--- src/rtl/aq_gemac_gmii_tx_framer_if.sv ---
// Upstream byte stream and GMII transmit side of the GEMAC transmit framer.
// The framer sits on the slave modport; the byte source sits on master.
interface aq_gemac_gmii_tx_framer_if;
    logic       in_valid;
    logic [7:0] in_data;
    logic       in_last;
    logic       in_ready;
    logic [7:0] bgmii_txd;
    logic       bgmii_txe;
    logic       bgmii_txer;
    logic       busy;
    logic       frame_done;
    logic       underrun;

    modport master (
        output in_valid,
        output in_data,
        output in_last,
        input  in_ready,
        input  bgmii_txd,
        input  bgmii_txe,
        input  bgmii_txer,
        input  busy,
        input  frame_done,
        input  underrun
    );

    modport slave (
        input  in_valid,
        input  in_data,
        input  in_last,
        output in_ready,
        output bgmii_txd,
        output bgmii_txe,
        output bgmii_txer,
        output busy,
        output frame_done,
        output underrun
    );
endinterface

--- src/rtl/aq_gemac_gmii_tx_framer.sv ---
// GMII transmit framer: preamble/SFD, payload, zero pad to MIN_FRAME, CRC-32 FCS
// and inter-frame gap, with underrun abort. All GMII outputs and pulses are registered.
module aq_gemac_gmii_tx_framer #(
    parameter int MIN_FRAME = 60,
    parameter int IFG       = 12
) (
    input  logic                     tx_clk,
    input  logic                     rst,
    aq_gemac_gmii_tx_framer_if.slave bus
);

    localparam int CNT_W = $clog2(MIN_FRAME + 2);
    localparam int GEN_W = $clog2((IFG > 8) ? IFG : 8) + 1;

    localparam logic [CNT_W-1:0] MIN_C    = CNT_W'(MIN_FRAME);
    localparam logic [GEN_W-1:0] PRE_LAST = GEN_W'(7);
    localparam logic [GEN_W-1:0] FCS_LAST = GEN_W'(3);
    localparam logic [GEN_W-1:0] IFG_LAST = GEN_W'(IFG - 1);
    localparam logic [7:0]       PRE_BYTE = 8'h55;
    localparam logic [7:0]       SFD_BYTE = 8'hD5;
    localparam logic [31:0]      CRC_POLY = 32'hEDB88320;

    typedef enum logic [2:0] {
        S_IDLE,
        S_PRE,
        S_SFD,
        S_DATA,
        S_PAD,
        S_FCS,
        S_IFG,
        S_DROP
    } state_t;

    state_t           state, state_n;
    logic [GEN_W-1:0] gcnt, gcnt_n;
    logic [CNT_W-1:0] bcnt, bcnt_n;
    logic [31:0]      crc, crc_n;
    logic             done_pend, done_pend_n;

    logic [7:0] txd_p0, txd_p1;
    logic       txe_p0, txe_p1;
    logic       txer_p0, txer_p1;
    logic       done_p0, done_p1;
    logic       urun_p0, urun_p1;

    // Reflected CRC-32, one byte per call, data LSB first.
    function automatic logic [31:0] crc_step(input logic [31:0] c, input logic [7:0] d);
        logic [31:0] r;
        r = c;
        for (int i = 0; i < 8; i++) begin
            r = (r[0] ^ d[i]) ? ((r >> 1) ^ CRC_POLY) : (r >> 1);
        end
        return r;
    endfunction

    // FCS is the complemented CRC, least significant byte first.
    function automatic logic [7:0] fcs_byte(input logic [31:0] c, input logic [1:0] idx);
        logic [31:0] s;
        s = (~c) >> {idx, 3'b000};
        return s[7:0];
    endfunction

    function automatic logic [CNT_W-1:0] sat_inc(input logic [CNT_W-1:0] b);
        return (b == MIN_C) ? b : b + CNT_W'(1);
    endfunction

    always_comb begin
        state_n     = state;
        gcnt_n      = gcnt;
        bcnt_n      = bcnt;
        crc_n       = crc;
        done_pend_n = done_pend;
        txd_p0      = 8'h00;
        txe_p0      = 1'b0;
        txer_p0     = 1'b0;
        done_p0     = 1'b0;
        urun_p0     = 1'b0;

        case (state)
            S_IDLE: begin
                if (bus.in_valid) begin
                    state_n = S_PRE;
                    gcnt_n  = GEN_W'(1);
                    txd_p0  = PRE_BYTE;
                    txe_p0  = 1'b1;
                end
            end

            S_PRE: begin
                txe_p0 = 1'b1;
                if (gcnt == PRE_LAST) begin
                    state_n     = S_SFD;
                    txd_p0      = SFD_BYTE;
                    gcnt_n      = '0;
                    bcnt_n      = '0;
                    crc_n       = 32'hFFFF_FFFF;
                    done_pend_n = 1'b0;
                end else begin
                    txd_p0 = PRE_BYTE;
                    gcnt_n = gcnt + GEN_W'(1);
                end
            end

            // The SFD cycle already offers in_ready, so its sample is the first payload byte.
            S_SFD, S_DATA: begin
                txe_p0 = 1'b1;
                if (bus.in_valid) begin
                    txd_p0 = bus.in_data;
                    crc_n  = crc_step(crc, bus.in_data);
                    bcnt_n = sat_inc(bcnt);
                    if (bus.in_last) begin
                        state_n = ((bcnt + CNT_W'(1)) < MIN_C) ? S_PAD : S_FCS;
                        gcnt_n  = '0;
                    end else begin
                        state_n = S_DATA;
                    end
                end else begin
                    txer_p0 = 1'b1;
                    urun_p0 = 1'b1;
                    state_n = S_DROP;
                end
            end

            S_PAD: begin
                txe_p0 = 1'b1;
                crc_n  = crc_step(crc, 8'h00);
                bcnt_n = sat_inc(bcnt);
                if ((bcnt + CNT_W'(1)) == MIN_C) begin
                    state_n = S_FCS;
                    gcnt_n  = '0;
                end
            end

            S_FCS: begin
                txe_p0 = 1'b1;
                txd_p0 = fcs_byte(crc, gcnt[1:0]);
                if (gcnt == FCS_LAST) begin
                    state_n     = S_IFG;
                    gcnt_n      = '0;
                    done_pend_n = 1'b1;
                end else begin
                    gcnt_n = gcnt + GEN_W'(1);
                end
            end

            // done_pend distinguishes a completed frame from a dropped one entering the gap.
            S_IFG: begin
                done_p0     = done_pend;
                done_pend_n = 1'b0;
                if (gcnt == IFG_LAST) begin
                    state_n = S_IDLE;
                    gcnt_n  = '0;
                end else begin
                    gcnt_n = gcnt + GEN_W'(1);
                end
            end

            S_DROP: begin
                if (bus.in_valid && bus.in_last) begin
                    state_n = S_IFG;
                    gcnt_n  = '0;
                end
            end

            default: state_n = S_IDLE;
        endcase
    end

    // Output stage p1: registered GMII drive and status pulses.
    always_ff @(posedge tx_clk) begin
        if (rst) begin
            state     <= S_IDLE;
            gcnt      <= '0;
            bcnt      <= '0;
            done_pend <= 1'b0;
            txd_p1    <= 8'h00;
            txe_p1    <= 1'b0;
            txer_p1   <= 1'b0;
            done_p1   <= 1'b0;
            urun_p1   <= 1'b0;
        end else begin
            state     <= state_n;
            gcnt      <= gcnt_n;
            bcnt      <= bcnt_n;
            done_pend <= done_pend_n;
            txd_p1    <= txd_p0;
            txe_p1    <= txe_p0;
            txer_p1   <= txer_p0;
            done_p1   <= done_p0;
            urun_p1   <= urun_p0;
        end
    end

    always_ff @(posedge tx_clk) begin
        crc <= crc_n;
    end

    assign bus.in_ready   = (state == S_SFD) || (state == S_DATA) || (state == S_DROP);
    assign bus.busy       = (state != S_IDLE);
    assign bus.bgmii_txd  = txd_p1;
    assign bus.bgmii_txe  = txe_p1;
    assign bus.bgmii_txer = txer_p1;
    assign bus.frame_done = done_p1;
    assign bus.underrun   = urun_p1;

endmodule

--- src/flat_wrapper.sv ---
// flat-port wrapper written by rule: the top's interface ports become plain ports
module aq_gemac_gmii_tx_framer_flat 
#(
    parameter int MIN_FRAME = 60,
    parameter int IFG       = 12
)
  (tx_clk, rst, bus_in_valid, bus_in_data, bus_in_last, bus_in_ready, bus_bgmii_txd, bus_bgmii_txe, bus_bgmii_txer, bus_busy, bus_frame_done, bus_underrun);
  aq_gemac_gmii_tx_framer_if bus_i ();
  input  logic tx_clk;
  input  logic rst;
  input wire logic [$bits(bus_i.in_valid)-1:0] bus_in_valid;
  input wire logic [$bits(bus_i.in_data)-1:0] bus_in_data;
  input wire logic [$bits(bus_i.in_last)-1:0] bus_in_last;
  output wire logic [$bits(bus_i.in_ready)-1:0] bus_in_ready;
  output wire logic [$bits(bus_i.bgmii_txd)-1:0] bus_bgmii_txd;
  output wire logic [$bits(bus_i.bgmii_txe)-1:0] bus_bgmii_txe;
  output wire logic [$bits(bus_i.bgmii_txer)-1:0] bus_bgmii_txer;
  output wire logic [$bits(bus_i.busy)-1:0] bus_busy;
  output wire logic [$bits(bus_i.frame_done)-1:0] bus_frame_done;
  output wire logic [$bits(bus_i.underrun)-1:0] bus_underrun;
  assign bus_i.in_valid = bus_in_valid;
  assign bus_i.in_data = bus_in_data;
  assign bus_i.in_last = bus_in_last;
  assign bus_in_ready = bus_i.in_ready;
  assign bus_bgmii_txd = bus_i.bgmii_txd;
  assign bus_bgmii_txe = bus_i.bgmii_txe;
  assign bus_bgmii_txer = bus_i.bgmii_txer;
  assign bus_busy = bus_i.busy;
  assign bus_frame_done = bus_i.frame_done;
  assign bus_underrun = bus_i.underrun;
  aq_gemac_gmii_tx_framer #(.MIN_FRAME(MIN_FRAME), .IFG(IFG)) u_core (.tx_clk(tx_clk), .rst(rst), .bus(bus_i));
endmodule
--- config.mk ---
export PLATFORM = sky130hd
export DESIGN_NAME = aq_gemac_gmii_tx_framer_flat
export DESIGN_NICKNAME = d
export VERILOG_FILES = /design/src/rtl/aq_gemac_gmii_tx_framer_if.sv /design/src/rtl/aq_gemac_gmii_tx_framer.sv /design/src/flat_wrapper.sv
export SDC_FILE = /design/constraint.sdc
export NUM_CORES = 1
export LEC_CHECK = 0
export ABC_AREA = 1
export BUFFER_PORTS_ARGS = -buffer_cell sky130_fd_sc_hd__buf_2
export CORE_MARGIN = 2
export CORE_UTILIZATION = 58
export CTS_CLUSTER_SIZE = 30
export DETAILED_ROUTE_END_ITERATION = 10
export GPL_TIMING_DRIVEN = 0
export PLACE_DENSITY = 0.76
export SYNTH_ARGS = -nofsm -noshare
export SYNTH_HDL_FRONTEND = slang
export SYNTH_SLANG_ARGS = --single-unit
export TNS_END_PERCENT = 1
--- constraint.sdc ---
create_clock -name tx_clk -period 2.7 [get_ports tx_clk]
set_clock_uncertainty 0.15 [all_clocks]
set_input_delay 0.135 -clock tx_clk [delete_from_list [all_inputs] [get_ports tx_clk]]
set_output_delay 0.135 -clock tx_clk [all_outputs]
set_load 0.02 [all_outputs]
==> results of run 1 <==
[kinds of logic (layout without fill, tap and decap cells)]
family,Yosys count,count (layout),share of synthesized area (%)
compound gates,93,94,11.5
xor+xnor,80,80,15.5
fa+ha+maj,4,4,1.04
buf+inv,83,134,7.12
flops,58,58,30.6
simple gates,377,377,34.1
[what timing repair did]
action | 4_1_cts | 5_1_grt
gates resized for setup | 0 | 1
hold buffers | 9 | 0
pin swaps | 1 | 1
setup buffers | 0 | 2
hold endpoints to repair | 9 | 0
endpoints found under the setup margin | 6 | 22
gates cloned | 1 | 0
[Yosys cell counts, types with 2 or more instances]
library cell	count
clkbuf_1	6
buf_1	2
ha_1	4
a21oi_1	32
o221ai_1	3
a32oi_1	3
inv_2	10
clkinv_1	2
nand3b_1	2
nor2_4	3
or2_2	9
xnor2_2	3
xnor2_1	19
xor2_1	56
a211oi_1	5
dfxtp_1	26
o21ai_1	6
nor3_1	4
o21ai_0	26
o211ai_1	9
o311ai_0	3
nand2_2	17
nor2_1	58
nand4_1	3
a31oi_1	2
buf_2	6
nand3_1	57
edfxtp_1	32
buf_4	4
nand2_4	4
nand2_1	216
inv_1	51
[registers in the layout, indices dropped and copies added (netlist names)]
register	cells
u_core.bus.bgmii_txe	1
u_core.bus.frame_done	1
u_core.crc	32
u_core.done_pend	1
u_core.bus.bgmii_txd	8
u_core.state	3
u_core.bus.bgmii_txer	1
u_core.gcnt	5
u_core.bcnt	6
[worst max path at each step]
stage,startpoint,to,slack [ns],cells after the start
after floorplan,u_core.gcnt[1]$_SDFFE_PP0P_,u_core.bcnt[4]$_SDFFE_PP0P_,0.42,8
after global placement,u_core.gcnt[1]$_SDFFE_PP0P_,u_core.bcnt[4]$_SDFFE_PP0P_,-0.11,8
after detailed placement,u_core.gcnt[1]$_SDFFE_PP0P_,u_core.bcnt[1]$_SDFFE_PP0P_,-0.21,9
after CTS,u_core.gcnt[1]$_SDFFE_PP0P_,u_core.crc[2]$_DFFE_PP_,0.05,5
after global routing,u_core.crc[1]$_DFFE_PP_,u_core.crc[19]$_DFFE_PP_,0.20,13
final,u_core.crc[1]$_DFFE_PP_,u_core.crc[19]$_DFFE_PP_,0.29,13
[cell type report]
class	count	share of cell area [%]
clock inverters	6	0.719
plain buffers	19	1.88
clock buffers	10	2.76
repair buffers	35	4.18
well taps	105	2.44
inverters	64	4.50
flip-flops and latches	58	27.5
multi-input cells	555	56.1
[stage by stage]
stage               instance area [um2]  hold slack [ns]
finish                             5390           0.0427
global route                       5390           0.0413
CTS                                5370           0.0364
detailed placement                 5080            0.225
global placement                   5080            0.228
floorplan                          4830           0.0643
[power groups by stage]
| stage | clock (W) | sequential [W] | combinational, W |
|---|---|---|---|
| floorplan | 0 | 0.00162 | 0.00326 |
| global placement | 0 | 0.00166 | 0.00413 |
| detailed placement | 0 | 0.00167 | 0.00428 |
| CTS | 0.000788 | 0.00165 | 0.00434 |
| global route | 0.000837 | 0.00169 | 0.00492 |
| finish | 0.000809 | 0.00166 | 0.00452 |
[worst reg2reg max path, delay by kind of cell (launching register included)]
family        cells  cell delay, ns
simple gates     11            1.34
flops             1            0.37
buf+inv           2            0.28
[routing by layer]
metal | vias up | global-route usage [%] | wire length (um)
li1 | 2364 | - | -
met1 | 2283 | 48.3 | 6180
met2 | 350 | 54.1 | 6950
met3 | 79 | 8.46 | 1760
met4 | 0 | 16.1 | 787
met5 | - | 0 | 0
==> results.json, run 1 <==
{
  "wl_per_cell_um": 18.4,
  "crit_chain": "buf_4 > inv_4 > nand2_1 > nand2_4 > nor2_1 > nor2_1 > nand2_1 > nand2_2 > nand2_1 > nand2_1 > nand2_1 > nand3_1 > nand2_1",
  "mostFrequentLayoutCell": "nand2_1",
  "post-place-ws_ns": -0.213,
  "synth_edf_count": 32,
  "switching_share_pct": 53.5,
  "ff_latch_area_mm2": 0.00148,
  "critPathKind": "reg -> reg",
  "synth_top_area_share_pct": 19.9,
  "fin_setup_tns_ns": 0,
  "power.total_w": 0.00699,
  "clkTransAtPathRegs_ns": 0.08,
  "synth_area_per_cell_um2": 6.95,
  "clk_latency_ns": 0.36,
  "dp_cells": 824,
  "yosysTopAreaCell": "edfxtp_1",
  "wirelength_um": 15700,
  "antenna_cells": 0,
  "yosysUniqueCellTypes": 44,
  "power.leakage_nw": 2.41,
  "hold_violations": 0,
  "relSlewSlack_pct": 47.2,
  "cp_top_family": "simple AND/OR/NAND/NOR gates",
  "status": "finished, final reports clean",
  "synthTopCellsByArea": "edfxtp_1 (20%), nand2_1 (17%), dfxtp_1 (11%)",
  "start_kind": "register",
  "fill_cells": 724,
  "grt_max_degree": 18,
  "overflow": 0,
  "synthCells": 695,
  "endpoint_kind": "register",
  "final_cell_mix": "nand2_1 (216), nor2_1 (58), nand3_1 (57)",
  "seq_area_frac_synth_pct": 30.6,
  "min_path_cells": 2,
  "track_usage_pct": 35.7,
  "initial_core_util_pct": 59.4,
  "die_y_um": 95.3,
  "powerDensity_mw_per_mm2": 1300,
  "async_flop_share_pct": 0,
  "boundaryPins": 26,
  "min_from": "rst",
  "worstPathRequired_ns": 2.64,
  "areaGrowthSynthToFinish_pct": 11.6,
  "fin_crit_sh_pct": 89.2,
  "critPathMaxFanout": 8,
  "p_switching_w": 0.00374,
  "coreArea_mm2": 0.00813,
  "worst_pin_slew_ns": 0.793,
  "max-vdd-ir-drop_mv": 0.564,
  "critPathMaxStageDelay_ns": 0.41,
  "ant_nets": 0,
  "setup_viol": 0,
  "die_area_mm2": 0.00908,
  "synth_top_flop_cell": "edfxtp_1",
  "nets": 758,
  "setup_slack_ns": 0.293,
  "fp-row-count": 33,
  "p_int_w": 0.00325,
  "hold_path_class": "in -> reg",
  "drv_cap": 0,
  "htreeDepth": 3,
  "clock_path_buffers": 2,
  "crit_buf_inv": 2,
  "drtPass1Iterations": 6,
  "gp_congestion": 1.00,
  "worst_r2r_path_depth": 13,
  "rr_endpoint": "u_core.crc[19]$_DFFE_PP_",
  "grt_pass1_vias": 4589,
  "mappedNetlistNets": 711,
  "rr_startpoint": "u_core.crc[1]$_DFFE_PP_",
  "grt_pass1_wl_um": 24200,
  "die_w_um": 95.3,
  "synth_warnings": 0,
  "cts_buffers": 9,
  "power_frac_seq_pct": 23.8,
  "worstPathArrival_ns": 2.35,
  "via_per_inst": 5.96,
  "r2r_slack_ns": 0.29,
  "period_needed_ns": 2.41,
  "num_vias": 5076,
  "cts_sinks": 58,
  "first_iter_violations": 644,
  "fin_cells": 852,
  "multi_input_area_mm2": 0.00302,
  "max_freq_mhz": 415,
  "synth_area_mm2": 0.00483,
  "drcViolationCount": 0,
  "rsz0062_at_grt": "false",
  "pwr-share-comb_pct": 64.7,
  "ys_ff_latch": 58,
  "crit_top_cell": "nand2_1",
  "hpwl_um": 11000,
  "drive_gt1_share_pct": 14.5,
  "hold_end": "u_core.gcnt[4]$_SDFFE_PP0P_",
  "antenna_found_initial": 0,
  "slew_viol_final": 0,
  "final_util_pct": 66.3,
  "io_buffers": 24,
  "slowest_stage": "nor2_1",
  "cts-root-buf": "clkbuf_8",
  "p_clk_share_pct": 11.6,
  "cts_tree": "built"
}
No activity file was read; power rests on OpenSTA's default activity.
==> run 2, diff against run 1 <==
--- a/config.mk
+++ b/config.mk
@@ -6,13 +6,14 @@
 export NUM_CORES = 1
 export LEC_CHECK = 0
 export ABC_AREA = 1
-export BUFFER_PORTS_ARGS = -buffer_cell sky130_fd_sc_hd__buf_2
 export CORE_MARGIN = 2
 export CORE_UTILIZATION = 58
 export CTS_CLUSTER_SIZE = 30
 export DETAILED_ROUTE_END_ITERATION = 10
+export DONT_BUFFER_PORTS = 1
 export GPL_TIMING_DRIVEN = 0
-export PLACE_DENSITY = 0.76
+export PLACE_DENSITY = 0.74
+export RECOVER_POWER = 50
 export SYNTH_ARGS = -nofsm -noshare
 export SYNTH_HDL_FRONTEND = slang
 export SYNTH_SLANG_ARGS = --single-unit
==> run 2 against run 1 <==
Against the previous run:
- sequential power grew 4%
- combinational power shrank 3%
- critical path type unchanged
- cell area shrank 2.9%
==> results.json, run 2 (synthesized netlist as in run 1, its figures left out) <==
{
  "status": "finished, final reports clean",
  "final_cell_mix": "nand2_1 (216), nor2_1 (60), nand3_1 (58)",
  "initial_core_util_pct": 59.4,
  "setup_viol": 0,
  "grt_pass1_vias": 4267,
  "antenna_found_initial": 0,
  "nets": 735,
  "endpoint_kind": "register",
  "largest_reg_flops": 32,
  "final_util_pct": 64.4,
  "mostFrequentLayoutCell": "nand2_1",
  "hold_path_class": "in -> reg",
  "hpwl_um": 10800,
  "multi_input_area_mm2": 0.00300,
  "slowest_stage": "dfxtp_1",
  "die_y_um": 95.3,
  "htreeDepth": 3,
  "cts-root-buf": "clkbuf_8",
  "drv_cap": 0,
  "areaGrowthSynthToFinish_pct": 8.41,
  "place_area_mm2": 0.00496,
  "cts_tree": "built",
  "clkTransAtPathRegs_ns": 0.07,
  "critPathMaxStageDelay_ns": 0.45,
  "gp_congestion": 1.01,
  "critPathKind": "reg -> reg",
  "slew_viol_final": 0,
  "overflow": 0,
  "period_needed_ns": 2.47,
  "start_kind": "register",
  "wirelength_um": 15400,
  "crit_chain": "inv_2 > nor2_1 > inv_1 > nand2_2 > inv_2 > clkbuf_1 > a31oi_1 > nand2_1",
  "num_vias": 4932,
  "drtPass1Iterations": 5,
  "clock_path_buffers": 2,
  "fill_cells": 751,
  "cts_sinks": 58,
  "fin_crit_sh_pct": 91.6,
  "coreArea_mm2": 0.00813,
  "cts_buffers": 9,
  "die_w_um": 95.3,
  "max-vdd-ir-drop_mv": 0.594,
  "regMostFlops": "u_core.crc",
  "min_from": "bus_in_last",
  "io_buffers": 0,
  "first_iter_violations": 615,
  "max_freq_mhz": 404,
  "grt_max_degree": 18,
  "drcViolationCount": 0,
  "track_usage_pct": 35.0,
  "clk_latency_ns": 0.35,
  "hold_violations": 0,
  "drive_gt1_share_pct": 10.5,
  "rsz0062_at_grt": "false",
  "ff_latch_area_mm2": 0.00148,
  "critPathMaxFanout": 10,
  "worst_pin_slew_ns": 0.702,
  "ant_nets": 0,
  "grt_pass1_wl_um": 23300,
  "final_area_mm2": 0.00524,
  "crit_start": "u_core.state[1]$_SDFFE_PP0P_",
  "antenna_cells": 0,
  "worstPathArrival_ns": 2.41,
  "crit_top_cell": "inv_2",
  "boundaryPins": 26,
  "rr_startpoint": "u_core.state[1]$_SDFFE_PP0P_",
  "die_area_mm2": 0.00908,
  "powerDensity_mw_per_mm2": 1310,
  "power.leakage_nw": 2.28,
  "via_per_inst": 5.95,
  "worstPathRequired_ns": 2.64,
  "relSlewSlack_pct": 53.2,
  "fp-row-count": 33,
  "wl_per_cell_um": 18.5
}
==> run 2: final timing paths <==
kind / endpoint / cells past startpoint / slack (ns)
setup / recovery: u_core.crc[24]$_DFFE_PP_ / 8 / 0.23
setup reg to reg: u_core.crc[24]$_DFFE_PP_ / 8 / 0.23
hold reg to reg: u_core.bus.frame_done$_SDFF_PP0_ / 2 / 0.31
hold / removal: u_core.state[2]$_SDFFE_PP0P_ / 4 / 0.01
==> run 2: routing by layer <==
layer	track usage (%)	share of wire (%)	vias up
met2	52.3	44	316
met1	48.6	42	2259
met3	7.19	11	43
met4	15.7	3.3	0
li1	-	-	2314
met5	0	0	-
==> run 2: final cells by class <==
type | instances | share of cell area [%]
plain buffers | 19 | 1.79
repair buffers | 12 | 2.15
inverters | 64 | 4.63
flip-flops and latches | 58 | 28.3
well taps | 105 | 2.51
multi-input cells | 555 | 57.2
clock inverters | 5 | 0.525
clock buffers | 11 | 2.91
==> run 2: repair_timing <==
action                                 CTS  global route
gates cloned                             1             0
setup endpoints to repair                6            22
endpoints found under the hold margin   10             0
pin swaps                                1             1
buffers inserted                         0             3
resized for setup                        0             1
hold buffers                             9             0
==> run 2: through the flow <==
step / hold WS [ns] / instances / power [W] / setup TNS, ns / setup WS, ns
6_report: 0.0103 / 829 / 0.00688 / 0 / 0.227
5_1_grt: 0.0454 / 829 / 0.00735 / 0 / 0.0984
4_1_cts: 0.00297 / 826 / 0.00672 / 0 / 0.0609
3_5_place_dp: 0.0680 / 800 / 0.00592 / -1.11 / -0.229
3_3_place_gp: 0.0690 / 800 / 0.00581 / -0.556 / -0.123
2_1_floorplan: 0.0643 / 695 / 0.00487 / 0 / 0.421
==> run 2: where the power goes <==
group / switching [W] / internal [W]
logic: 0.00293 / 0.00146
registers: 0.000372 / 0.00136
clock network: 0.000375 / 0.000382
total: 0.00367 / 0.00320
==> run 2: critical path: cells and delay by family, from the launching register on <==
| kind | cells | cell delay (ns) |
|---|---|---|
| AO/OA/AOI/OAI | 1 | 0.28 |
| buffers and inverters | 4 | 0.80 |
| flip-flops | 1 | 0.45 |
| AND/OR/NAND/NOR | 3 | 0.52 |
